==> config.mk <==
export PLATFORM = sky130hd
export DESIGN_NAME = secure_strobe_tx
export DESIGN_NICKNAME = d
export VERILOG_FILES = /design/src/rtl/secure_strobe_pkg.sv /design/src/rtl/strobe_fifo.sv /design/src/rtl/secure_strobe_tx.sv
export SDC_FILE = /design/constraint.sdc
export NUM_CORES = 1
export LEC_CHECK = 0
export ABC_AREA = 0
export BUFFER_PORTS_ARGS = -buffer_cell sky130_fd_sc_hd__buf_2
export CAP_MARGIN = 15
export CORE_MARGIN = 4
export CORE_UTILIZATION = 50
export DETAILED_ROUTE_END_ITERATION = 7
export GPL_ROUTABILITY_DRIVEN = 0
export PLACE_DENSITY = 0.69
export SLEW_MARGIN = 20
export SYNTH_ARGS = -nofsm -noshare
export SYNTH_HDL_FRONTEND = slang
export SYNTH_SLANG_ARGS = --single-unit
==> constraint.sdc <==
create_clock -name clk -period 2.66 [get_ports clk]
set_input_delay 0.133 -clock clk [delete_from_list [all_inputs] [get_ports clk]]
set_output_delay 0.133 -clock clk [all_outputs]
set_load 0.05 [all_outputs]
==> src/rtl/secure_strobe_pkg.sv <==
// Shared types and helpers for the secure strobe transmitter: FSM states, default sync word,
// and the rolling tag function.
package secure_strobe_pkg;

  typedef enum logic [1:0] {StIdle, StSync, StData, StGap} state_e;

  localparam logic [5:0]  SyncWordDefault = 6'b001010;
  localparam int unsigned FifoDepth       = 4;
  localparam int unsigned NibbleW         = 4;

  function automatic logic [1:0] tag(input logic [1:0] seq, input logic [1:0] key);
    return seq ^ key;
  endfunction

endpackage

==> src/rtl/strobe_fifo.sv <==
// Small synchronous FIFO holding payload nibbles; push is ignored when full, pop when empty.
module strobe_fifo
  import secure_strobe_pkg::*;
#(
  parameter int unsigned Depth = FifoDepth,
  parameter int unsigned Width = NibbleW
) (
  input  logic             clk,
  input  logic             rst,
  input  logic             push,
  input  logic [Width-1:0] wdata,
  input  logic             pop,
  output logic [Width-1:0] rdata,
  output logic             full,
  output logic             empty
);

  localparam int unsigned PtrW = (Depth < 2) ? 1 : $clog2(Depth);
  localparam int unsigned CntW = $clog2(Depth + 1);

  logic [Width-1:0] mem [Depth];
  logic [PtrW-1:0]  wr_ptr_q, rd_ptr_q;
  logic [CntW-1:0]  count_q;
  logic             push_ok, pop_ok;

  assign full    = (count_q == CntW'(Depth));
  assign empty   = (count_q == '0);
  assign push_ok = push && !full;
  assign pop_ok  = pop && !empty;
  assign rdata   = mem[rd_ptr_q];

  always_ff @(posedge clk) begin
    if (push_ok) begin
      mem[wr_ptr_q] <= wdata;
    end
  end

  always_ff @(posedge clk or posedge rst) begin
    if (rst) begin
      wr_ptr_q <= '0;
      rd_ptr_q <= '0;
      count_q  <= '0;
    end else begin
      if (push_ok) begin
        wr_ptr_q <= (wr_ptr_q == PtrW'(Depth - 1)) ? '0 : wr_ptr_q + PtrW'(1);
      end
      if (pop_ok) begin
        rd_ptr_q <= (rd_ptr_q == PtrW'(Depth - 1)) ? '0 : rd_ptr_q + PtrW'(1);
      end
      // Simultaneous push and pop leave the occupancy unchanged.
      if (push_ok && !pop_ok) begin
        count_q <= count_q + CntW'(1);
      end else if (pop_ok && !push_ok) begin
        count_q <= count_q - CntW'(1);
      end
    end
  end

endmodule

==> src/rtl/secure_strobe_tx.sv <==
// Secure strobe link transmitter: frames buffered nibbles as a sync word plus tagged data words.
// Optional mid-frame starvation abort is built when SECURE_STROBE_TIMEOUT_EN is defined.
module secure_strobe_tx
  import secure_strobe_pkg::*;
#(
  parameter logic [1:0]  KEY       = 2'b10,
  parameter int unsigned FRAME_LEN = 4,
  parameter int unsigned GAP       = 2,
  parameter logic [5:0]  SYNC_WORD = SyncWordDefault
`ifdef SECURE_STROBE_TIMEOUT_EN
  ,
  parameter int unsigned TIMEOUT   = 8
`endif
) (
  input  logic         clk,
  input  logic         rst,
  input  logic         in_valid,
  input  logic [3:0]   in_data,
  output logic         in_ready,
  output logic [5:0]   d_out,
  output logic         strobe,
  output logic         busy
);

  localparam int unsigned GapW = (GAP < 2) ? 1 : $clog2(GAP + 1);

  state_e          state_q;
  logic [3:0]      seq_q;
  logic [GapW-1:0] gap_q;

  logic       fifo_full, fifo_empty, fifo_pop;
  logic [3:0] fifo_rdata;
  logic       gap_expired, frame_done, stalling;

  strobe_fifo #(
    .Depth (FifoDepth),
    .Width (NibbleW)
  ) u_fifo (
    .clk   (clk),
    .rst   (rst),
    .push  (in_valid),
    .wdata (in_data),
    .pop   (fifo_pop),
    .rdata (fifo_rdata),
    .full  (fifo_full),
    .empty (fifo_empty)
  );

  assign in_ready    = !fifo_full;
  assign busy        = (state_q != StIdle);
  // Counter is 1 in the last gap cycle and parks at 0 while stalled.
  assign gap_expired = (gap_q <= GapW'(1));
  assign frame_done  = (seq_q == 4'(FRAME_LEN));
  assign fifo_pop    = (state_q == StGap) && gap_expired && !frame_done && !fifo_empty;
  assign stalling    = (state_q == StGap) && gap_expired && !frame_done && fifo_empty;

`ifdef SECURE_STROBE_TIMEOUT_EN
  localparam int unsigned StarveW = $clog2(TIMEOUT + 1);

  logic [StarveW-1:0] starve_q;
  logic               starve_hit;

  assign starve_hit = stalling && (starve_q == StarveW'(TIMEOUT - 1));

  always_ff @(posedge clk or posedge rst) begin
    if (rst) begin
      starve_q <= '0;
    end else if (fifo_pop || starve_hit) begin
      starve_q <= '0;
    end else if (stalling) begin
      starve_q <= starve_q + StarveW'(1);
    end
  end
`else
  logic starve_hit;
  assign starve_hit = 1'b0;
`endif

  // Outputs are registered on the edge entering SYNC/DATA so the strobe lines up with the state.
  always_ff @(posedge clk or posedge rst) begin
    if (rst) begin
      state_q <= StIdle;
      seq_q   <= '0;
      gap_q   <= '0;
      d_out   <= '0;
      strobe  <= 1'b0;
    end else begin
      strobe <= 1'b0;
      case (state_q)
        StIdle: begin
          if (!fifo_empty) begin
            state_q <= StSync;
            d_out   <= SYNC_WORD;
            strobe  <= 1'b1;
            seq_q   <= '0;
          end
        end
        StSync, StData: begin
          state_q <= StGap;
          gap_q   <= GapW'(GAP);
        end
        StGap: begin
          if (gap_q != '0) begin
            gap_q <= gap_q - GapW'(1);
          end
          if (gap_expired) begin
            if (frame_done) begin
              state_q <= StIdle;
            end else if (fifo_pop) begin
              state_q <= StData;
              d_out   <= {tag(seq_q[1:0], KEY), fifo_rdata};
              strobe  <= 1'b1;
              seq_q   <= seq_q + 4'd1;
            end else if (starve_hit) begin
              // Inverted tag guarantees the receiver rejects the partial frame.
              state_q <= StIdle;
              d_out   <= {~tag(seq_q[1:0], KEY), 4'h0};
              strobe  <= 1'b1;
              seq_q   <= '0;
            end
          end
        end
        default: state_q <= StIdle;
      endcase
    end
  end

endmodule

==> out/metrics.yaml, run 1 <==
clocking:
  clock-sinks: 38
  cts-hold-fix-buffers: 0
  insertion_delay_ns: 0.29
  root_buffer: "clkbuf_8"
  cts_buffers: 5
  clockBufferDepth: 2
  path_clk_slew_ns: 0.08
  cts_resized: 0
  cts_tree: "yes"
  ctsHtreeMaxLevel: 2
  post_cts_buffers: 0
setup_path:
  crit_type: "reg -> reg"
  r2r-end: "u_fifo.count_q[2]$_DFFE_PP0P_"
  endpoint_kind: "flop"
  cp.arrival_ns: 2.63
  worst_ep_required_time_ns: 2.88
  reg2reg_depth: 10
  reg2reg_setup_slack_ns: 0.25
  cp_max_fo: 12
  rr_startpoint: "gap_q[1]$_DFFE_PP0P_"
  critPathLaunchType: "flop"
yosys:
  synth_fp_nets: 164
  netlist_area_um2: 1914
  yosysTopAreaCellShare_pct: 28.76
  yosys_warnings: 0
  yosysSeqAreaShare_pct: 53.86
  synth_cells: 143
  yosysTopAreaCell: "dfrtp_1"
  ys_types: 41
  synthTopCellsByArea: "dfrtp_1, edfxtp_1, ha_1, mux4_2, mux2i_1"
  yosys_register_bits: 38
  syn_area_per_cell_um2: 13.39
placement:
  numPortBuffers: 15
  place_inst: 201
  dp_hpwl_um: 2116
  dp_slack_ns: 0.2617
sta:
  setup_tns_ns: 0
  final_hold_viol_count: 4
  drv_slew: 0
  worst_pin_slew_ns: 0.8415
  finalCritPeriodShare_pct: 90.65
  min_period_ns: 2.411
  rsz0062_at_grt: "false"
  skew_ns: 0.009278
  maxSlewHeadroom_pct: 43.84
  setup_viol: 0
  fin_ws_ns: 0.2487
  hold_ws_ns: -0.002372
  timing.fmax_mhz: 414.7
drt:
  wl_met2_um: 1419
  first_iter_violations: 78
  drc: 0
  routedWlPerCell_um: 13.65
  ant_nets: 0
  dr.pass1.iters: 4
  wl_met1_um: 1230
  wl_met3_um: 136
  num_vias: 1107
  viasPerCell: 5.297
  wl_um: 2853
  routed.top_layer: "met4"
floorplanning:
  initial_core_util_pct: 51.90
  ios: 16
  rows: 22
  die-area_um2: 4883
  core_area_um2: 3689
  die-width_um: 69.88
  die_y_um: 69.88
grt:
  antenna_found_initial: 0
  grt_overflow: 0
  grt_start_max_net_pins: 23
  grt_usage_pct: 13.45
  grt_pass1_wl_um: 5043
  grt_pass1_vias: 1118
worst_hold_path:
  hold_path_class: "in -> async"
power:
  power.internal_w: 0.001558
  swShare_pct: 41.08
  ir_drop_mv: 0.4955
  power_frac_comb_pct: 47.1
  leakage_nw: 0.9407
  p_per_area_nw_per_um2: 1261
  pwr-share-seq_pct: 38.6
  switching_power_w: 0.001086
  power_frac_clock_pct: 14.3
run:
  maxCapViolCount: 0
layout:
  syn_to_final_growth_pct: 9.542
  final_common_cell: "dfrtp_1"
  finalNonFillerCells: 209
  antennaDiodeCount: 0
  num-fill-cells: 321
  final_cell_mix: "dfrtp_1, edfxtp_1, inv_1, buf_2, ha_1"
  multiInputGateArea_um2: 782.0
  nets: 181
  register_area_um2: 1031
  drive_gt1_share_pct: 24.84
run_status:
  violations: "hold timing"
  status: "complete, but fails checks"
==> worst max path at each step <==
| stage | startpoint | endpoint | cells after the start |
|---|---|---|---|
| after floorplan | gap_q[1]$_DFFE_PP0P_ | u_fifo.count_q[2]$_DFFE_PP0P_ | 11 |
| after global placement | gap_q[1]$_DFFE_PP0P_ | u_fifo.count_q[2]$_DFFE_PP0P_ | 10 |
| after detailed placement | gap_q[1]$_DFFE_PP0P_ | u_fifo.count_q[2]$_DFFE_PP0P_ | 10 |
| after CTS | gap_q[1]$_DFFE_PP0P_ | u_fifo.count_q[2]$_DFFE_PP0P_ | 10 |
| after global routing | gap_q[1]$_DFFE_PP0P_ | u_fifo.count_q[2]$_DFFE_PP0P_ | 10 |
| final | gap_q[1]$_DFFE_PP0P_ | u_fifo.count_q[2]$_DFFE_PP0P_ | 10 |
==> power groups by stage <==
stage	logic [W]	registers (W)	clock network (W)
3_3_place_gp	0.00123	0.00102	0
3_5_place_dp	0.00125	0.00103	0
6_report	0.00124	0.00102	0.000379
4_1_cts	0.00126	0.00102	0.000392
2_1_floorplan	0.000951	0.00113	0
5_1_grt	0.00138	0.00106	0.000421
==> logic make-up after synthesis <==
kind of cell             synth area share (%)
XOR/XNOR                                1.373
AND/OR/NAND/NOR                         9.281
flip-flops                              53.86
buffers and inverters                   5.555
AO/OA/AOI/OAI                           6.994
adder cells (fa/ha/maj)                 9.543
multiplexers                            13.40
==> registers in the layout, indices dropped and copies added, names as in the netlist <==
signal / count
state_q: 2
u_fifo.rd_ptr_q: 2
seq_q: 4
u_fifo.mem: 16
strobe: 1
u_fifo.wr_ptr_q: 2
gap_q: 2
u_fifo.count_q: 3
d_out: 6
==> critical path, cell delays in order (launching register included) <==
cell and delay, ns:
dfrtp_1 0.39, inv_1 0.08, ha_1 0.20, or2b_2 0.35, nand4_4 0.24, ha_1 0.23, inv_1 0.06, fa_1 0.37
xor2_1 0.15, nor2_1 0.12, xor2_1 0.15
==> layout make-up <==
cell class / instances / share of cell area (%)
Sequential cell: 38 / 49.16
Clock buffer: 5 / 3.282
Multi-Input combinational cell: 84 / 37.29
Tap cell: 48 / 2.864
Inverter: 15 / 2.685
Timing Repair Buffer: 16 / 3.938
Clock inverter: 3 / 0.7757
==> per-stage QoR <==
| stage | power [W] | area (um2) | utilization (%) |
|---|---|---|---|
| global route | 0.002864 | 2097 | 56.85 |
| global placement | 0.002246 | 2007 | 54.41 |
| CTS | 0.002676 | 2092 | 56.72 |
| finish | 0.002645 | 2097 | 56.85 |
| floorplan | 0.002083 | 1914 | - |
| detailed placement | 0.002288 | 2007 | 54.41 |
==> routing by layer <==
metal  GRT usage (%)  up-vias
met5               0        -
met1           15.51      543
li1                -      542
met2           21.62       17
met3           5.468        5
met4           6.596        0
==> synth_stat cells <==
library cell,number
dfrtp_1,22
xor2_1,2
a211oi_1,1
nor4b_1,1
a21boi_1,1
a311oi_1,1
o21ai_0,9
or3_4,1
a32oi_1,1
or2_2,2
nand4_1,1
fa_1,1
a31oi_1,1
buf_12,1
inv_1,15
edfxtp_1,16
ha_1,13
o31ai_1,1
mux4_2,4
buf_6,1
and4b_1,1
or2b_2,1
a21oi_1,2
mux2i_1,8
nor2b_1,2
and3b_1,1
nor2_1,6
and2_1,4
mux2_2,5
a2bb2oi_1,1
nor3_1,1
nand2_1,3
clkbuf_1,1
buf_2,3
and3_1,1
mux2_4,2
o21bai_1,2
nand3b_1,1
xnor2_1,1
a41oi_1,1
nand4_4,1
No activity file was read; power rests on OpenSTA's default activity.
==> inputs of run 2 (changes only) <==
--- a/config.mk
+++ b/config.mk
@@ -5,7 +5,7 @@
 export SDC_FILE = /design/constraint.sdc
 export NUM_CORES = 1
 export LEC_CHECK = 0
-export ABC_AREA = 0
+export ABC_AREA = 1
 export BUFFER_PORTS_ARGS = -buffer_cell sky130_fd_sc_hd__buf_2
 export CAP_MARGIN = 15
 export CORE_MARGIN = 4
==> run 2 against run 1 <==
  * The flow now finishes without violations
  * Global-route usage is 2.3 points higher
  * Highest routed layer unchanged
  * Worst setup slack better by 0.12 ns
  * Maximum frequency is 5.3% higher
  * Die area is 0.70% higher
  * Clock skew is 0.00081 ns lower
  * Via count is 20% higher
  * Synthesized cell count is 32% higher
  * Design area is 2.0% higher
  * Non-clock buffer count stayed put
==> out/metrics.yaml, run 2 <==
floorplanning:
  initial_core_util_pct: 52.31
  die_y_um: 70.12
  rows: 22
  ios: 16
  die-area_um2: 4917
  die-width_um: 70.12
  core_area_um2: 3689
yosys:
  yosys.area_share.xor_xnor_pct: 1.816
  yosysSeqAreaShare_pct: 53.44
  synth_cells: 189
  yosys.area_share.simple_pct: 17.44
  async_flop_share_pct: 57.89
  ys_top_cells_by_count: "nand2_1, dfrtp_1, inv_1"
  synth_top_family_by_area: "simple AND/OR/NAND/NOR gates"
  synth_fp_nets: 210
  yosysTopAreaCell: "dfrtp_1"
  yosysTopAreaCellShare_pct: 28.53
  yosys_most_used_dff: "dfrtp_1"
  yosys_warnings: 0
  post-synth-top-count-cell: "nand2_1"
  synth_compound_area_share_pct: 11.28
  synthAdderAreaFrac_pct: 9.468
  ys_types: 27
  synth_edf_count: 16
  synthTopCellsByArea: "dfrtp_1, edfxtp_1, nand2_1, ha_1, o211ai_2"
  syn_area_per_cell_um2: 10.21
  netlist_area_um2: 1929
  yosys_register_bits: 38
  synthMuxAreaShare_pct: 0.5837
clocking:
  cts_tree: "yes"
  root_buffer: "clkbuf_8"
  path_clk_slew_ns: 0.08
  cts_resized: 0
  insertion_delay_ns: 0.29
  clock-sinks: 38
  cts_buffers: 5
  clockBufferDepth: 2
  ctsHtreeMaxLevel: 2
  cts-hold-fix-buffers: 0
  post_cts_buffers: 0
layout:
  antennaDiodeCount: 0
  final_cell_mix: "nand2_1, dfrtp_1, inv_1"
  drive_gt1_share_pct: 21.05
  largest_register: "u_fifo.mem"
  reg_top3: "u_fifo.mem (16), d_out (6), seq_q (4)"
  largest_register_ffs: 16
  final_common_cell: "nand2_1"
  final_core_util_pct: 57.97
  syn_to_final_growth_pct: 10.83
  nets: 229
  num-fill-cells: 339
drt:
  ant_nets: 0
  dr.pass1.iters: 4
  drc: 0
  first_iter_violations: 70
  viasPerCell: 5.175
  wl_met1_um: 1513
  wl_met3_um: 176
  routedWlPerCell_um: 13.33
  wl_met2_um: 1679
  routed.top_layer: "met4"
  wl_um: 3425
  num_vias: 1330
grt:
  grt_pass1_wl_um: 6113
  antenna_found_initial: 0
  grt_start_max_net_pins: 23
  grt_pass1_vias: 1331
  grt_overflow: 0
  grt_usage_pct: 15.75
setup_path:
  worst_ep_required_time_ns: 2.84
  rr_startpoint: "seq_q[0]$_DFFE_PP0P_"
  crit_type: "reg -> reg"
  r2r-end: "u_fifo.count_q[1]$_DFFE_PP0P_"
  critPathLaunch: "seq_q[0]$_DFFE_PP0P_"
  cp.arrival_ns: 2.47
  critPathLaunchType: "flop"
  reg2reg_depth: 8
  cp_max_fo: 14
  reg2reg_setup_slack_ns: 0.37
  endpoint_kind: "flop"
sta:
  setup_viol: 0
  final_hold_viol_count: 0
  min_period_ns: 2.290
  skew_ns: 0.008473
  timing.fmax_mhz: 436.6
  finalCritPeriodShare_pct: 86.11
  fin_ws_ns: 0.3695
  maxSlewHeadroom_pct: 42.55
  worst_pin_slew_ns: 0.8608
  drv_slew: 0
  setup_tns_ns: 0
  rsz0062_at_grt: "false"
  hold_ws_ns: 0.01042
power:
  p_per_area_nw_per_um2: 1257
  leakage_nw: 0.9847
  ir_drop_mv: 0.6471
placement:
  dp_slack_ns: 0.3914
  dp_hpwl_um: 2515
  numPortBuffers: 15
run:
  maxCapViolCount: 0
worst_hold_path:
  hold_path_class: "in -> async"
run_status:
  status: "complete, no violations"
[run 2: where the power goes]
| part | leakage [nW] | total (W) | internal [W] | switching [W] |
|---|---|---|---|---|
| Combinational | 0.520 | 0.00130 | 0.000416 | 0.000879 |
| Clock | 0.0472 | 0.000414 | 0.000208 | 0.000206 |
| Sequential | 0.417 | 0.000978 | 0.000817 | 0.000161 |
[run 2: worst max path at each step]
stage                                         end  slack (ns)  cells after the start
floorplan           u_fifo.count_q[1]$_DFFE_PP0P_        0.41                      8
detailed placement  u_fifo.count_q[1]$_DFFE_PP0P_        0.39                      8
global placement    u_fifo.count_q[1]$_DFFE_PP0P_        0.47                      8
finish              u_fifo.count_q[1]$_DFFE_PP0P_        0.37                      8
CTS                 u_fifo.count_q[1]$_DFFE_PP0P_        0.38                      8
global route        u_fifo.count_q[2]$_DFFE_PP0P_        0.20                     11
[run 2: worst max-delay path, cell delays in order (launching register included)]
cell and delay (ns):
dfrtp_1 0.46, inv_1 0.08, ha_1 0.19, nand3_1 0.16, nand3_4 0.24, ha_1 0.28
inv_1 0.09, fa_1 0.41, mux2_2 0.26
[run 2: routing by layer]
layer  vias up  global-route usage (%)
met3         7                   3.885
li1        657                       -
met2        38                   25.39
met1       628                   20.15
met5         -                       0
met4         0                   6.596
[run 2: area by class of cell]
class | count | area, um2 | share of cell area (%)
inverters | 23 | 86.33 | 4.037
well taps | 48 | 60.06 | 2.809
multi-input cells | 124 | 783.3 | 36.63
repair buffers | 16 | 82.58 | 3.862
clock buffers | 6 | 82.58 | 3.862
flip-flops and latches | 38 | 1031 | 48.22
clock inverters | 2 | 12.51 | 0.5851
[run 2: per-stage QoR]
stage                     instances  area, um2  power, W
final                           257       2138  0.002688
after global routing            257       2138  0.002935
after CTS                       257       2138  0.002708
after detailed placement        249       2043  0.002289
after global placement          249       2043  0.002213
after floorplan                 189       1929  0.002014
[run 2: kinds of logic after synthesis]
logic type | count (synthesis)
AND/OR/NAND/NOR | 77
flip-flops | 38
XOR/XNOR | 4
AO/OA/AOI/OAI | 28
multiplexers | 1
adder cells (fa/ha/maj) | 14
buffers and inverters | 27
